## src/rtl/checkpoint_restore_pkg.sv

```systemverilog
// Shared checkpoint configuration and types for the checkpoint producer/consumer blocks.
// Also holds the restore FSM state encoding.
package checkpoint_restore_pkg;

  localparam int CP_ID_W      = 3;
  localparam int GHR_W        = 16;
  localparam int LOCAL_HIST_W = 8;
  localparam int PHY_REG_NUM  = 32;

  typedef struct packed {
    logic [PHY_REG_NUM-1:0]  phy_map_table_valid;
    logic [PHY_REG_NUM-1:0]  phy_map_table_visible;
    logic [GHR_W-1:0]        global_history;
    logic [LOCAL_HIST_W-1:0] local_history;
  } checkpoint_t;

  typedef enum logic [1:0] {
    CPRST_IDLE    = 2'd0,
    CPRST_READ    = 2'd1,
    CPRST_RESTORE = 2'd2,
    CPRST_DONE    = 2'd3
  } cprst_state_t;

endpackage

```

## src/rtl/checkpoint_restore.sv

```systemverilog
// Mispredict recovery: reads the tagged checkpoint and replays RAT maps to rename and
// corrected branch history to the predictor over two independent valid/ready channels.
module checkpoint_restore
  import checkpoint_restore_pkg::*;
#(
  parameter int CP_ID_WIDTH = CP_ID_W,
  parameter int GHR_WIDTH   = GHR_W,
  parameter bit UPDATE_GHR  = 1'b1
) (
  input  logic                    clk,
  input  logic                    rst,
  input  logic                    bru_cprst_req,
  input  logic [CP_ID_WIDTH-1:0]  bru_cprst_id,
  input  logic                    bru_cprst_taken,
  output logic                    cprst_bru_ready,
  output logic [CP_ID_WIDTH-1:0]  cprst_cpbuf_id,
  input  checkpoint_t             cpbuf_cprst_data,
  output logic                    cprst_rat_valid,
  output logic [PHY_REG_NUM-1:0]  cprst_rat_phy_map_table_valid,
  output logic [PHY_REG_NUM-1:0]  cprst_rat_phy_map_table_visible,
  input  logic                    rat_cprst_ready,
  output logic                    cprst_bp_valid,
  output logic [GHR_WIDTH-1:0]    cprst_bp_global_history,
  output logic [LOCAL_HIST_W-1:0] cprst_bp_local_history,
  input  logic                    bp_cprst_ready,
  input  logic                    commit_cprst_flush,
  output logic                    cprst_busy,
  output logic                    cprst_done,
  output cprst_state_t            cprst_state
);

  // Handshake rule for both restore channels: a transfer happens on a rising clk edge
  // where valid && ready; valid is a function of FSM state and done flags only (never of
  // ready), and the payload comes from registers that do not change while valid is high.

  cprst_state_t               state, state_nxt;
  logic [CP_ID_WIDTH-1:0]     id_q;
  logic                       taken_q;
  checkpoint_t                cap_q;
  logic                       rat_done, bp_done;
  logic                       rat_hs, bp_hs;

  assign rat_hs = cprst_rat_valid && rat_cprst_ready;
  assign bp_hs  = cprst_bp_valid && bp_cprst_ready;

  always_ff @(posedge clk or negedge rst) begin
    if (!rst) state <= CPRST_IDLE;
    else      state <= state_nxt;
  end

  always_comb begin
    state_nxt       = state;
    cprst_bru_ready = 1'b0;
    cprst_rat_valid = 1'b0;
    cprst_bp_valid  = 1'b0;
    cprst_done      = 1'b0;
    case (state)
      CPRST_IDLE: begin
        cprst_bru_ready = 1'b1;
        if (bru_cprst_req) state_nxt = CPRST_READ;
      end
      CPRST_READ: state_nxt = CPRST_RESTORE;
      CPRST_RESTORE: begin
        cprst_rat_valid = !rat_done;
        cprst_bp_valid  = !bp_done;
        if ((rat_done || rat_hs) && (bp_done || bp_hs)) state_nxt = CPRST_DONE;
      end
      CPRST_DONE: begin
        cprst_done = 1'b1;
        state_nxt  = CPRST_IDLE;
      end
      default: state_nxt = CPRST_IDLE;
    endcase
    // Flush overrides everything, including a request arriving in IDLE.
    if (commit_cprst_flush) state_nxt = CPRST_IDLE;
  end

  always_ff @(posedge clk or negedge rst) begin
    if (!rst) begin
      id_q     <= '0;
      taken_q  <= 1'b0;
      cap_q    <= '0;
      rat_done <= 1'b0;
      bp_done  <= 1'b0;
    end else begin
      if (state == CPRST_IDLE && bru_cprst_req && !commit_cprst_flush) begin
        id_q    <= bru_cprst_id;
        taken_q <= bru_cprst_taken;
      end
      if (commit_cprst_flush) begin
        rat_done <= 1'b0;
        bp_done  <= 1'b0;
      end else if (state == CPRST_READ) begin
        cap_q    <= cpbuf_cprst_data;
        rat_done <= 1'b0;
        bp_done  <= 1'b0;
      end else if (state == CPRST_RESTORE) begin
        if (rat_hs) rat_done <= 1'b1;
        if (bp_hs)  bp_done  <= 1'b1;
      end
    end
  end

  assign cprst_cpbuf_id                  = id_q;
  assign cprst_rat_phy_map_table_valid   = cap_q.phy_map_table_valid;
  assign cprst_rat_phy_map_table_visible = cap_q.phy_map_table_visible;
  assign cprst_bp_local_history          = cap_q.local_history;
  // The mispredicted branch's real outcome enters at the LSB; the oldest bit falls off.
  assign cprst_bp_global_history = UPDATE_GHR ?
                                   {cap_q.global_history[GHR_WIDTH-2:0], taken_q} :
                                   cap_q.global_history[GHR_WIDTH-1:0];
  assign cprst_busy  = (state != CPRST_IDLE);
  assign cprst_state = state;

endmodule

```

## config.mk

```make
export PLATFORM = sky130hd
export DESIGN_NAME = checkpoint_restore
export DESIGN_NICKNAME = d
export VERILOG_FILES = /design/src/rtl/checkpoint_restore_pkg.sv /design/src/rtl/checkpoint_restore.sv
export SDC_FILE = /design/constraint.sdc
export NUM_CORES = 1
export LEC_CHECK = 0
export BUFFER_PORTS_ARGS = -buffer_cell sky130_fd_sc_hd__buf_2
export CAP_MARGIN = 20
export CORE_MARGIN = 2
export CORE_UTILIZATION = 39
export CTS_CLUSTER_DIAMETER = 30
export CTS_CLUSTER_SIZE = 20
export DETAILED_ROUTE_END_ITERATION = 8
export PLACE_DENSITY_LB_ADDON = 0.25
export SLEW_MARGIN = 20
export SYNTH_ARGS = -nofsm -noshare
export SYNTH_HDL_FRONTEND = slang
export SYNTH_SLANG_ARGS = --single-unit
export TNS_END_PERCENT = 50
```

## constraint.sdc

```tcl
create_clock -name clk -period 5.3 [get_ports clk]
set_clock_uncertainty 0.2 [all_clocks]
set_input_delay 1.06 -clock clk [delete_from_list [all_inputs] [get_ports clk]]
set_output_delay 1.06 -clock clk [all_outputs]
set_load 0.02 [all_outputs]
```

==> key figures <==
Power
  • VDD IR-drop max: 0.2627 mV
  • Pwr dens: ~640 nW/um2
  • Sw Share: 0.3883
  • Internal Power: 1.974 mW
  • Flop pwr share: 0.390
  • Switch Pwr: 1.253 mW
  • PnR Total Power: 3.228 mW
  • LEAKAGE: 2.537 nW
  • Clk pwr share: 0.133
  • Comb pwr share: 0.478

STA
  • Final Setup Violations: 0
  • Final Hold Fails: 0
  • Hold WS: roughly 0.3 ns
  • Worst relative slew slack: 0.3527
  • Tmin final: 2.776 ns
  • Least-Margin Pin Slew: 0.9689 ns
  • Fmax: 0.3602 GHz
  • Period utilization: 0.5238
  • Max-slew violation count: 0
  • TNS Setup: 0 ns
  • RSZ-0062 raised after global routing: no

Setup path
  • Setup CP Type: primary input to flip-flop
  • Critical path data arrival time: between 2 and 3 ns
  • Crit path from: commit_cprst_flush
  • WP data required: 5.33 ns
  • Worst reg2reg startpoint: cprst_state[1]
  • Crit. End Element: flip-flop
  • Crit path launch type: primary input
  • Peak fanout along the critical path: 32

Routing
  • WL/cell: approximately 14 um
  • Initial DRC count: 36
  • Router iterations before antenna repair: 4
  • Vias after detailed routing: 2525
  • Drt total wl: 7.847 mm
  • DRC errors left: 0
  • Vias per inst: 4.583
  • Antenna Nets Post-Route: 0

Min path
  • Worst hold path type: flip-flop to flip-flop
  • Beginning of the worst hold path: cprst_rat_phy_map_table_valid[4]

Clock network
  • CTS max path bufs: 2
  • Cts hold-fix bufs: 0
  • Resize count post-CTS: 0
  • H-tree lvl count: 3
  • CTS Buf Count: 9
  • Clock latency on the worst-skew pair: 0.34 ns
  • Clock transition at path regs: 0.08 ns
  • CTS tree: done
  • Root buf cell: clkbuf_8
  • Clk sink count: 95
  • Setup Buffers After CTS: 0

Global route
  • Initial antenna violation count: 0
  • Maximum number of pins on one net before global-route repair: 60
  • Total gr overflow: 0
  • Vias in the first global route: 2484
  • GRT Overall Usage: 0.1431
  • First-pass GRT wire length: 11.60 mm

Finish
  • Most frequent cells in the layout: buf_2, dfrtp_1, mux2_2
  • Ant diodes: 0
  • Most common cell after layout, fill and taps aside: buf_2
  • Fillers: 786
  • Layout cells sized above 1: 0.7227
  • Net count, final: ~520
  • Area Growth Syn to Fin: 33.58%
  • Non-Filler Instances: 551

Synth
  • Sequential share of the synthesized area: 0.6310
  • Synth unique cells: 17
  • Mapped Area: 3767 um2
  • Synth Warn #: 0
  • Post-Synth Simple-Gate Area: 0.01096
  • Mux contribution to synthesized area: 0.3049
  • Adder-cell share of the synthesized area: 0.01328
  • Syn nets: between 300 and 400
  • Main combinational cell family by area after synthesis: multiplexers
  • Syn avg cell area: 17.12 um2
  • Synth Area in XOR/XNOR: 0
  • Synth Instances: 220
  • Yosys reg bits: 95
  • Post-synthesis compound-gate area fraction: 0.01129

Placement
  • # port buffers: 194
  • GP Congestion: 0.7750
  • Placed Cells: 535
  • Hpwl dp: 5.727 mm

Floorplan
  • DIE AREA: 10460 um2
  • Io pins: 196
  • Starting Density: 0.4039
  • Die Span X: 102.3 um
  • Site Rows: 35
  • DIE HEIGHT: approximately 100 um
  • Std-Cell Core Area: 9328 um2

Job
  • Max cap viols: 0

Run status
  • Status: finished clean
layer usage:
metal  wire length (um)  up-vias  global-route usage
met3                745        9             0.05472
met2               3619      125              0.2373
met4                123        0             0.05846
li1                   -     1166                   -
met5                  0        -                   0
met1               3358     1225              0.1676
worst paths after layout:
path | slack [ns] | cells after the start | endpoint
hold reg to reg | 0.30 | 1 | cprst_rat_phy_map_table_valid[4]
max in group asynchronous | 3.35 | 2 | cprst_rat_phy_map_table_visible[4]
hold / removal | 0.30 | 1 | cprst_rat_phy_map_table_valid[4]
min in group asynchronous | 0.55 | 1 | cprst_rat_phy_map_table_visible[1]
setup reg to reg | 2.57 | 5 | cprst_rat_phy_map_table_valid[4]
setup / recovery | 2.52 | 4 | cprst_rat_phy_map_table_valid[4]
critical path, stage by stage:
cell and delay, ns:
buf_2 0.14, nor2b_4 0.76, buf_4 0.45, mux2_2 0.37
registers in the layout, summed over array words and instances, names as in the netlist:
signal	cells
bp_done	1
cprst_bp_global_history	15
cprst_bp_local_history	8
cprst_cpbuf_id	3
cprst_rat_phy_map_table_valid	32
cprst_rat_phy_map_table_visible	32
cprst_state	2
rat_done	1
taken_q	1
layout make-up:
class                   instances  area, um2  area share
repair buffers                197       1008      0.2004
multi-input cells             109       1290      0.2563
well taps                     129      161.4     0.03207
inverters                       5      18.77    0.003729
flip-flops and latches         95       2377      0.4724
clock inverters                 4      31.28    0.006216
clock buffers                  12      145.1     0.02884
cell families (layout without fill, tap and decap cells):
family,Yosys count,count (layout)
adders and majority gates,4,4
DFF,95,95
muxes,92,92
AOI/OAI and AO/OA,6,6
buffers and inverters,16,218
and+or+nand+nor,7,7
synthesized netlist by cell type (all sizes together):
library cell  instances  area share
a21oi                 2      0.0027
a221oi                1      0.0023
a22o                  1      0.0023
a31o                  1      0.0023
buf                  11       0.024
dfrtp                95        0.63
ha                    4       0.013
inv                   5      0.0050
mux2                 92        0.30
nand3                 1      0.0013
nor2b                 3      0.0050
nor3                  2      0.0027
nor3b                 1      0.0020
o22ai                 1      0.0017
per-stage QoR:
stage / utilization / setup slack (ns) / cell area [um2]
4_1_cts: 0.5395 / 2.484 / 5032
5_1_grt: 0.5395 / 2.402 / 5032
6_report: 0.5395 / 2.524 / 5032
2_1_floorplan: - / 2.871 / 3767
3_3_place_gp: 0.5206 / 2.122 / 4856
3_5_place_dp: 0.5206 / 2.099 / 4856
power by group through the flow:
stage | combinational, mW | clock (mW) | sequential (mW)
2_1_floorplan | 0.592 | 0 | 1.72
3_5_place_dp | 1.56 | 0 | 1.27
6_report | 1.54 | 0.429 | 1.26
4_1_cts | 1.56 | 0.452 | 1.26
5_1_grt | 1.64 | 0.477 | 1.31
3_3_place_gp | 1.54 | 0 | 1.25
Power figures use the tool's default switching activity.
